## config.mk

```make
export PLATFORM = sky130hd
export DESIGN_NAME = alu_arbiter_flat
export DESIGN_NICKNAME = d
export VERILOG_FILES = /design/src/rtl/alu_pkg.sv /design/src/rtl/alu_arbiter_if.sv /design/src/rtl/alu_arbiter_rr_arb2.sv /design/src/rtl/alu_arbiter.sv /design/src/flat_wrapper.sv
export SDC_FILE = /design/constraint.sdc
export NUM_CORES = 1
export LEC_CHECK = 0
export CELL_PAD_IN_SITES_DETAIL_PLACEMENT = 0
export CELL_PAD_IN_SITES_GLOBAL_PLACEMENT = 2
export CORE_ASPECT_RATIO = 1.75
export CORE_UTILIZATION = 25
export CTS_CLUSTER_DIAMETER = 30
export DETAILED_ROUTE_END_ITERATION = 12
export HOLD_SLACK_MARGIN = 0.08
export PLACE_DENSITY = 0.93
export SLEW_MARGIN = 10
export SYNTH_ARGS = -nofsm -noshare
export SYNTH_HDL_FRONTEND = slang
export SYNTH_SLANG_ARGS = --single-unit
```

## constraint.sdc

```tcl
create_clock -name clk -period 4.3 [get_ports clk]
set_clock_uncertainty 0.2 [all_clocks]
set_input_delay 0.86 -clock clk [delete_from_list [all_inputs] [get_ports clk]]
set_output_delay 0.86 -clock clk [all_outputs]
set_load 0.01 [all_outputs]
```

## src/rtl/alu_pkg.sv

```systemverilog
// Shared ALU definitions: widths, control codes, arbiter FSM states and op legality helper.
package alu_pkg;

    localparam int ALU_DATA_W = 32;
    localparam int ALU_CTRL_W = 4;

    localparam logic [3:0] ALU_AND = 4'b0000;
    localparam logic [3:0] ALU_OR  = 4'b0001;
    localparam logic [3:0] ALU_ADD = 4'b0010;
    localparam logic [3:0] ALU_SLL = 4'b0011;
    localparam logic [3:0] ALU_SUB = 4'b0100;
    localparam logic [3:0] ALU_SRL = 4'b0101;
    localparam logic [3:0] ALU_MUL = 4'b0110;
    localparam logic [3:0] ALU_XOR = 4'b0111;
    localparam logic [3:0] ALU_SLT = 4'b1000;
    localparam logic [3:0] ALU_NOT = 4'b1001;
    localparam logic [3:0] ALU_DIV = 4'b1010;
    localparam logic [3:0] ALU_MOV = 4'b1011;
    localparam logic [3:0] ALU_MOD = 4'b1101;

    typedef enum logic [1:0] {IDLE, EXEC, RESP} arb_state_e;

    // True for codes the ALU does not implement and for divide/modulo by zero.
    function automatic logic op_flagged(input logic [3:0] op, input logic b_zero);
        logic flag;
        flag = 1'b0;
        case (op)
            4'b1100, 4'b1110, 4'b1111: flag = 1'b1;
            ALU_DIV, ALU_MOD:          flag = b_zero;
            default:                   flag = 1'b0;
        endcase
        return flag;
    endfunction

endpackage

```

## src/rtl/alu_arbiter_if.sv

```systemverilog
// Request/response channels of both requesters plus the ALU connection of the arbiter.
// Handshakes: a transfer happens on a rising edge where valid and ready are both high;
// the sender holds valid and payload stable until then.
interface alu_arbiter_if #(
    parameter int DATA_W = 32,
    parameter int CTRL_W = 4
);
    logic              rq0_valid, rq1_valid;
    logic              rq0_ready, rq1_ready;
    logic [DATA_W-1:0] rq0_a, rq0_b, rq1_a, rq1_b;
    logic [CTRL_W-1:0] rq0_op, rq1_op;
    logic              rs0_valid, rs1_valid;
    logic              rs0_ready, rs1_ready;
    logic [DATA_W-1:0] rs0_result, rs1_result;
    logic              rs0_zero, rs1_zero;
    logic              rs0_err, rs1_err;
    logic [DATA_W-1:0] alu_a, alu_b;
    logic [CTRL_W-1:0] alu_control;
    logic [DATA_W-1:0] alu_result;
    logic              alu_zero;

    modport master (
        output rq0_valid, rq1_valid, rq0_a, rq0_b, rq1_a, rq1_b, rq0_op, rq1_op,
        output rs0_ready, rs1_ready, alu_result, alu_zero,
        input  rq0_ready, rq1_ready, rs0_valid, rs1_valid, rs0_result, rs1_result,
        input  rs0_zero, rs1_zero, rs0_err, rs1_err, alu_a, alu_b, alu_control
    );

    modport slave (
        input  rq0_valid, rq1_valid, rq0_a, rq0_b, rq1_a, rq1_b, rq0_op, rq1_op,
        input  rs0_ready, rs1_ready, alu_result, alu_zero,
        output rq0_ready, rq1_ready, rs0_valid, rs1_valid, rs0_result, rs1_result,
        output rs0_zero, rs1_zero, rs0_err, rs1_err, alu_a, alu_b, alu_control
    );
endinterface

```

## src/rtl/alu_arbiter_rr_arb2.sv

```systemverilog
// Two-way round-robin grant: a lone requester wins, a tie goes to the port that did not win last.
module rr_arb2 (
    input  logic valid0,
    input  logic valid1,
    input  logic last_grant,
    output logic grant_valid,
    output logic grant
);
    assign grant_valid = valid0 | valid1;
    assign grant       = valid1 & (~valid0 | ~last_grant);
endmodule

```

## src/rtl/alu_arbiter.sv

```systemverilog
// Shares one combinational ALU between two requesters (IDLE -> EXEC -> RESP).
// Optional op checking in EXEC is built when ALU_ARB_OPCHK_EN is defined.
module alu_arbiter
    import alu_pkg::*;
#(
    parameter int DATA_W = ALU_DATA_W,
    parameter int CTRL_W = ALU_CTRL_W
) (
    input  logic         clk,
    input  logic         rst_n,
    alu_arbiter_if.slave bus,
    output arb_state_e   dbg_state
);
    arb_state_e        state, next_state;
    logic              last_grant, owner;
    logic              gnt_valid, gnt;
    logic [DATA_W-1:0] alu_a_q, alu_b_q;
    logic [CTRL_W-1:0] alu_control_q;
    logic              rs0_valid_q, rs1_valid_q;
    logic [DATA_W-1:0] rs0_result_q, rs1_result_q;
    logic              rs0_zero_q, rs1_zero_q;
    logic [DATA_W-1:0] cap_result;
    logic              cap_zero;

    rr_arb2 u_rr_arb2 (
        .valid0      (bus.rq0_valid),
        .valid1      (bus.rq1_valid),
        .last_grant  (last_grant),
        .grant_valid (gnt_valid),
        .grant       (gnt)
    );

    always_ff @(posedge clk or negedge rst_n) begin
        if (!rst_n) state <= IDLE;
        else        state <= next_state;
    end

    // rq_ready depends only on state and rq_valid, so rs_ready never reaches it combinationally.
    always_comb begin
        next_state    = state;
        bus.rq0_ready = 1'b0;
        bus.rq1_ready = 1'b0;
        case (state)
            IDLE: if (gnt_valid) begin
                next_state    = EXEC;
                bus.rq0_ready = ~gnt;
                bus.rq1_ready = gnt;
            end
            EXEC: next_state = RESP;
            RESP: if (owner ? bus.rs1_ready : bus.rs0_ready) next_state = IDLE;
            default: next_state = IDLE;
        endcase
    end

`ifdef ALU_ARB_OPCHK_EN
    logic flag, rs0_err_q, rs1_err_q;
    always_comb begin
        flag       = op_flagged(alu_control_q, alu_b_q == '0);
        cap_result = flag ? '0 : bus.alu_result;
        cap_zero   = flag | bus.alu_zero;
    end
    assign bus.rs0_err = rs0_err_q;
    assign bus.rs1_err = rs1_err_q;
`else
    assign cap_result  = bus.alu_result;
    assign cap_zero    = bus.alu_zero;
    assign bus.rs0_err = 1'b0;
    assign bus.rs1_err = 1'b0;
`endif

    always_ff @(posedge clk or negedge rst_n) begin
        if (!rst_n) begin
            last_grant    <= 1'b1;
            owner         <= 1'b0;
            alu_a_q       <= '0;
            alu_b_q       <= '0;
            alu_control_q <= '0;
            rs0_valid_q   <= 1'b0;
            rs1_valid_q   <= 1'b0;
            rs0_result_q  <= '0;
            rs1_result_q  <= '0;
            rs0_zero_q    <= 1'b0;
            rs1_zero_q    <= 1'b0;
`ifdef ALU_ARB_OPCHK_EN
            rs0_err_q     <= 1'b0;
            rs1_err_q     <= 1'b0;
`endif
        end else begin
            case (state)
                IDLE: if (gnt_valid) begin
                    owner         <= gnt;
                    alu_a_q       <= gnt ? bus.rq1_a  : bus.rq0_a;
                    alu_b_q       <= gnt ? bus.rq1_b  : bus.rq0_b;
                    alu_control_q <= gnt ? bus.rq1_op : bus.rq0_op;
                end
                EXEC: if (owner) begin
                    rs1_valid_q  <= 1'b1;
                    rs1_result_q <= cap_result;
                    rs1_zero_q   <= cap_zero;
`ifdef ALU_ARB_OPCHK_EN
                    rs1_err_q    <= flag;
`endif
                end else begin
                    rs0_valid_q  <= 1'b1;
                    rs0_result_q <= cap_result;
                    rs0_zero_q   <= cap_zero;
`ifdef ALU_ARB_OPCHK_EN
                    rs0_err_q    <= flag;
`endif
                end
                RESP: if (next_state == IDLE) begin
                    last_grant <= owner;
                    if (owner) rs1_valid_q <= 1'b0;
                    else       rs0_valid_q <= 1'b0;
                end
                default: ;
            endcase
        end
    end

    assign bus.alu_a       = alu_a_q;
    assign bus.alu_b       = alu_b_q;
    assign bus.alu_control = alu_control_q;
    assign bus.rs0_valid   = rs0_valid_q;
    assign bus.rs1_valid   = rs1_valid_q;
    assign bus.rs0_result  = rs0_result_q;
    assign bus.rs1_result  = rs1_result_q;
    assign bus.rs0_zero    = rs0_zero_q;
    assign bus.rs1_zero    = rs1_zero_q;
    assign dbg_state       = state;

endmodule

```

## src/flat_wrapper.sv

```systemverilog
// flat-port wrapper written by rule: the top's interface ports become plain ports
module alu_arbiter_flat import alu_pkg::*;
#(
    parameter int DATA_W = ALU_DATA_W,
    parameter int CTRL_W = ALU_CTRL_W
)
  (clk, rst_n, dbg_state, bus_rq0_valid, bus_rq1_valid, bus_rq0_a, bus_rq0_b, bus_rq1_a, bus_rq1_b, bus_rq0_op, bus_rq1_op, bus_rs0_ready, bus_rs1_ready, bus_alu_result, bus_alu_zero, bus_rq0_ready, bus_rq1_ready, bus_rs0_valid, bus_rs1_valid, bus_rs0_result, bus_rs1_result, bus_rs0_zero, bus_rs1_zero, bus_rs0_err, bus_rs1_err, bus_alu_a, bus_alu_b, bus_alu_control);
  alu_arbiter_if #(.DATA_W(DATA_W), .CTRL_W(CTRL_W)) bus_i ();
  input  logic clk;
  input  logic rst_n;
  output arb_state_e dbg_state;
  input wire logic [$bits(bus_i.rq0_valid)-1:0] bus_rq0_valid;
  input wire logic [$bits(bus_i.rq1_valid)-1:0] bus_rq1_valid;
  input wire logic [$bits(bus_i.rq0_a)-1:0] bus_rq0_a;
  input wire logic [$bits(bus_i.rq0_b)-1:0] bus_rq0_b;
  input wire logic [$bits(bus_i.rq1_a)-1:0] bus_rq1_a;
  input wire logic [$bits(bus_i.rq1_b)-1:0] bus_rq1_b;
  input wire logic [$bits(bus_i.rq0_op)-1:0] bus_rq0_op;
  input wire logic [$bits(bus_i.rq1_op)-1:0] bus_rq1_op;
  input wire logic [$bits(bus_i.rs0_ready)-1:0] bus_rs0_ready;
  input wire logic [$bits(bus_i.rs1_ready)-1:0] bus_rs1_ready;
  input wire logic [$bits(bus_i.alu_result)-1:0] bus_alu_result;
  input wire logic [$bits(bus_i.alu_zero)-1:0] bus_alu_zero;
  output wire logic [$bits(bus_i.rq0_ready)-1:0] bus_rq0_ready;
  output wire logic [$bits(bus_i.rq1_ready)-1:0] bus_rq1_ready;
  output wire logic [$bits(bus_i.rs0_valid)-1:0] bus_rs0_valid;
  output wire logic [$bits(bus_i.rs1_valid)-1:0] bus_rs1_valid;
  output wire logic [$bits(bus_i.rs0_result)-1:0] bus_rs0_result;
  output wire logic [$bits(bus_i.rs1_result)-1:0] bus_rs1_result;
  output wire logic [$bits(bus_i.rs0_zero)-1:0] bus_rs0_zero;
  output wire logic [$bits(bus_i.rs1_zero)-1:0] bus_rs1_zero;
  output wire logic [$bits(bus_i.rs0_err)-1:0] bus_rs0_err;
  output wire logic [$bits(bus_i.rs1_err)-1:0] bus_rs1_err;
  output wire logic [$bits(bus_i.alu_a)-1:0] bus_alu_a;
  output wire logic [$bits(bus_i.alu_b)-1:0] bus_alu_b;
  output wire logic [$bits(bus_i.alu_control)-1:0] bus_alu_control;
  assign bus_i.rq0_valid = bus_rq0_valid;
  assign bus_i.rq1_valid = bus_rq1_valid;
  assign bus_i.rq0_a = bus_rq0_a;
  assign bus_i.rq0_b = bus_rq0_b;
  assign bus_i.rq1_a = bus_rq1_a;
  assign bus_i.rq1_b = bus_rq1_b;
  assign bus_i.rq0_op = bus_rq0_op;
  assign bus_i.rq1_op = bus_rq1_op;
  assign bus_i.rs0_ready = bus_rs0_ready;
  assign bus_i.rs1_ready = bus_rs1_ready;
  assign bus_i.alu_result = bus_alu_result;
  assign bus_i.alu_zero = bus_alu_zero;
  assign bus_rq0_ready = bus_i.rq0_ready;
  assign bus_rq1_ready = bus_i.rq1_ready;
  assign bus_rs0_valid = bus_i.rs0_valid;
  assign bus_rs1_valid = bus_i.rs1_valid;
  assign bus_rs0_result = bus_i.rs0_result;
  assign bus_rs1_result = bus_i.rs1_result;
  assign bus_rs0_zero = bus_i.rs0_zero;
  assign bus_rs1_zero = bus_i.rs1_zero;
  assign bus_rs0_err = bus_i.rs0_err;
  assign bus_rs1_err = bus_i.rs1_err;
  assign bus_alu_a = bus_i.alu_a;
  assign bus_alu_b = bus_i.alu_b;
  assign bus_alu_control = bus_i.alu_control;
  alu_arbiter #(.DATA_W(DATA_W), .CTRL_W(CTRL_W)) u_core (.clk(clk), .rst_n(rst_n), .bus(bus_i), .dbg_state(dbg_state));
endmodule
```

# [Word level (Yosys, flattened, before mapping)]
# Cells that the tools add are included.
[totals] register_bits=140 input_bits=175 output_inout_bits=142 word_cells=54
[classes] eq_ne=7 mux=19 bitwise=7 n_reduce_logical=9
[ops] op="two-way mux 32 bit" count=2
[ops] op="two-way mux 1 bit" count=11
[ops] op="AND reduction 2 bit" count=4
[ops] op="AND reduction 4 bit" count=2
[ops] op="inequality test 2 x 1 -> 1 bit (second input constant)" count=3
[ops] op="case mux 2 bit (3 select lines)" count=1
[ops] op="logical NOT 2 bit" count=2
[ops] op="two-way mux 2 bit" count=2
[ops] op="two-way mux 4 bit" count=1
[ops] op="inequality test 2 bit (second input constant)" count=2
[ops] op="NOT 1 bit" count=4
[ops] op="case mux 1 bit (2 select lines)" count=2
[ops] op="== test 2 x 1 -> 1 bit (second input constant)" count=1
[ops] op="== test 2 bit (second input constant)" count=1
[ops] op="OR 1 bit" count=2
[ops] op="nonzero test 2 bit" count=1
[ops] op="AND 1 bit" count=1

# [Depth between registers and ports, before layout]
[logic_depth] ltp_word=6 mapped_depth=7 ltp_nobuf=3

# [Modules after synthesis]
# From an unflattened synthesis, not the netlist that was laid out.
[unflattened] cells_unflattened=394 area_unflattened_um2=6183.4
[modules_own_cells] module="alu_arbiter" n_inst=1 cells_each=392 area_each_um2=6169.7 seq_area_each_um2=3504.6
[modules_own_cells] module="rr_arb2" n_inst=1 cells_each=2 area_each_um2=13.8 seq_area_each_um2=0.0

# [Least setup slack after synthesis]
# Ideal clock, no wire load.
[synth_timing] path_type="input port to output port" startpoint="input bus_rq1_valid" endpoint="output bus_rq1_ready" arrival_time_ns=1.739 required_time_ns=3.240 path_slack_ns=1.501 stages=4 path_buffers=2 cell_sequence="a21boi_2 -> clkbuf_1 -> clkbuf_1 -> and2_1"
[synth_via] elab_chain_cells=3 word_cells_on_any_way=4 classes_between="mux: 2; bitwise: 2"
[synth_rtl] element="start: declaration" line="flat_wrapper.sv:13" text="input wire logic [$bits(bus_i.rq1_valid)-1:0] bus_rq1_valid;"
[synth_rtl] element="AND 1 bit or OR 1 bit (tied branches)" line="alu_arbiter_rr_arb2.sv:10, alu_arbiter_rr_arb2.sv:9"
[synth_rtl] element="two-way mux 1 bit *" line="alu_arbiter.sv:44" text="IDLE: if (gnt_valid) begin"
[synth_rtl] element="two-way mux 1 bit *" line="alu_arbiter.sv:43" text="case (state)"
[synth_rtl] element="end: declaration" line="flat_wrapper.sv:25" text="output wire logic [$bits(bus_i.rq1_ready)-1:0] bus_rq1_ready;"
# Mark *: on every way between the ends. The rest lies on a longest branch, timed or not.

# [Worst setup path in the final report]
# Same ends and word-level chain as after synthesis.

==> impl_metrics.py <==
metrics = {
    "grt": {
        "gr-total-overflow": 0,
        "grt_first_pass_wirelength_um": 28200,
        "antenna_found_initial": 1,
        "grt_util_all_layers_pct": 16.2,
        "grt_pass1_vias": 5068,
        "grt_max_degree": 96,
    },
    "critical_path": {
        "rr_worst_depth": 6,
        "worstPathArrival_ps": 2400,
        "cp-start-kind": "input pin",
        "worstSetupEndpoint": "bus_rq1_ready",
        "r2r-start": "u_core.dbg_state[0]$_DFF_PN0_",
        "reg2reg_to": "u_core.bus.alu_a[22]$_DFFE_PN0P_",
        "crit_required_ps": 3240,
        "path_max_fanout": 3,
        "worstSetupEndpointType": "output port",
        "path_class": "in -> out",
        "crit_start": "bus_rq1_valid",
        "reg2reg_slack_ps": 1660,
    },
    "detailed_routing": {
        "viasPerCell": 4.70,
        "drt_wl_total_um": 18400,
        "drc": 0,
        "wire_per_inst_um": 18.1,
        "final_antenna_net_count": 0,
        "drt-pass1-iter-count": 4,
        "drt_iter0_drc": 146,
        "routed-via-count": 4791,
    },
    "clock_tree": {
        "cts_hold_buf": 0,
        "clock_path_buffers": 2,
        "cts_resized": 0,
        "cts.sinks": 140,
        "cts_setup_buffers": 0,
        "cts_tree": "built",
        "cts_buffers": 17,
        "path_clk_slew_ps": 60,
        "h-tree-depth": 4,
        "root_buffer": "clkbuf_16",
        "clock_insertion_delay_worst_skew_ps": 430,
    },
    "synth": {
        "syn_area_um2": 5720,
        "synth.avg_cell_area_um2": 14.0,
        "yosys_warnings": 0,
        "synth.distinct_cells": 28,
        "seq_area_frac_synth_pct": 61.3,
        "syn_inst": 408,
        "synth-seq-cells": 140,
    },
    "min_path": {
        "hold_class": "in -> async",
    },
    "floorplan": {
        "die_y_um": 202,
        "rows": 72,
        "start_util_pct": 25.7,
        "core_um2": 22300,
        "die_area_um2": 23500,
        "die_x_um": 116,
        "pin_count": 317,
    },
    "cells_and_area": {
        "drive_gt1_share_pct": 15.2,
        "fill_cells": 2112,
        "multi_input_area_um2": 2040,
        "area_growth_pct": 70.0,
        "ff_latch_area_um2": 3500,
        "nets": 886,
    },
    "timing": {
        "tightest_slew_ps": 909,
        "grt_setup_unrepaired": "false",
        "finalCritPeriodShare_pct": 80.4,
        "timing.slew.headroom_pct": 39.4,
        "fmax_mhz": 289,
        "tns_ps": 0,
        "fin_crit_ps": 3460,
        "hold_viol": 0,
        "setup_viol_count_final": 0,
        "drv_slew": 0,
    },
    "pwr": {
        "finalPower_mw": 7.17,
        "cellPowerDensity_nw_per_um2": 737,
        "peakVddDrop_mv": 0.465,
        "p_leak_nw": 4.20,
    },
    "outcome": {
        "status": "complete, no violations",
    },
    "job": {
        "maxCapViolations": 0,
    },
    "place": {
        "dp.final_hpwl_um": 12900,
        "port_buffers": 314,
        "gp_congestion": 0.742,
    },
}
## layout by cell type, fill, tap and decap left out, types with 2 or more instances in the layout
cell type,n
buf_4,6
bufinv_16,2
conb_1,2
clkbuf_8,3
dfrtp_1,139
nand2_1,4
clkbuf_1,3
nor2_1,3
mux2_2,68
mux2i_1,2
buf_12,2
clkinvlp_4,2
a221o_1,67
clkinv_2,3
o21ai_0,2
clkdlybuf4s50_1,313
clkbuf_16,17
and3_1,67
## final cells by class
type                       instances  share of cell area, %
inverter                           1                 0.0386
clock inverter                     7                  0.927
tap                              296                   3.81
clock buffer                      23                   4.92
multi-input combinational        229                   21.0
sequential                       140                   36.1
timing repair buffer             322                   33.2
antenna                            1                 0.0257
## worst min path at each step
| stage | startpoint | end | slack [ps] | cells past startpoint |
|---|---|---|---|---|
| finish | rst_n | u_core.bus.alu_control[3]$_DFFE_PN0P_ | 290 | 1 |
| global route | u_core.bus.rs1_result[22]$_DFFE_PN0P_ | u_core.bus.rs1_result[22]$_DFFE_PN0P_ | 310 | 1 |
| CTS | u_core.bus.rs1_result[9]$_DFFE_PN0P_ | u_core.bus.rs1_result[9]$_DFFE_PN0P_ | 300 | 1 |
| detailed placement | u_core.bus.rs1_result[0]$_DFFE_PN0P_ | u_core.bus.rs1_result[0]$_DFFE_PN0P_ | 290 | 1 |
| global placement | u_core.bus.rs1_result[26]$_DFFE_PN0P_ | u_core.bus.rs1_result[26]$_DFFE_PN0P_ | 290 | 1 |
| floorplan | u_core.last_grant$_DFFE_PN1P_ | u_core.last_grant$_DFFE_PN1P_ | 270 | 2 |
## cells in the mapped netlist (all sizes together)
cell type	instances	area share [%]
mux2i	2	0.35
conb	1	0.066
o22a	1	0.15
and2	2	0.22
o21a	1	0.13
a21o	1	0.13
nand3	1	0.087
nand2b	1	0.11
buf	18	2.0
nand2	4	0.26
nor2b	1	0.11
a221o	67	12
nor2	4	0.39
dfrtp	139	61
and3b	1	0.15
clkbuf	21	1.4
a21oi	1	0.087
a21boi	1	0.20
inv	1	0.066
and3	68	7.4
dfstp	1	0.46
mux2	68	13
o21ai	3	0.26
## worst max-delay path, cell delays in order
cell and delay, ps:
clkdlybuf4s50_1 620, a21boi_4 230, and2_1 150, clkdlybuf4s50_1 540
## routing by layer
metal | routed length [um] | track usage, % | vias up | share of wire (%)
met3 | 1490 | 5.34 | 29 | 8.1
met1 | 6730 | 17.1 | 2338 | 37
met2 | 9630 | 28.2 | 246 | 52
li1 | - | - | 2178 | -
met5 | 0 | 0 | - | 0
met4 | 593 | 8.38 | 0 | 3.2
## per-stage QoR
stage               setup WS (ps)  cells  hold slack [ps]  utilization, %  cell area, um^2
floorplan                    1500    409              271               -             5720
global placement              818    988              287            41.1             9150
detailed placement            821    988              293            41.1             9150
CTS                           812   1018              305            43.7             9720
global route                  779   1019              311            43.7             9720
finish                        842   1019              286            43.7             9720
## kinds of logic (layout without fill, tap and decap cells)
group                  after synthesis  count (layout)  share of synthesized area (%)
buffers and inverters               40             353                           3.46
and+or+nand+nor                     82              82                           8.77
AOI/OAI and AO/OA                   75              75                           12.7
DFF                                140             140                           61.3
other                                1               3                         0.0656
muxes                               70              70                           13.7
## flip-flops by register name (all words and copies together), names as in the netlist
| signal | flops |
|---|---|
| u_core.bus.rs0_result | 32 |
| u_core.bus.alu_control | 4 |
| u_core.bus.rs1_valid | 1 |
| u_core.dbg_state | 2 |
| u_core.bus.alu_b | 32 |
| u_core.last_grant | 1 |
| u_core.bus.alu_a | 32 |
| u_core.bus.rs0_zero | 1 |
| u_core.owner | 1 |
| u_core.bus.rs1_result | 32 |
| u_core.bus.rs0_valid | 1 |
| u_core.bus.rs1_zero | 1 |
## power by group
group          switching (mW)  internal [mW]  total, mW
clock                   0.551          0.889       1.44
combinational            1.35           2.00       3.35
sequential              0.393           1.99       2.38
No activity file was read; power rests on OpenSTA's default activity.
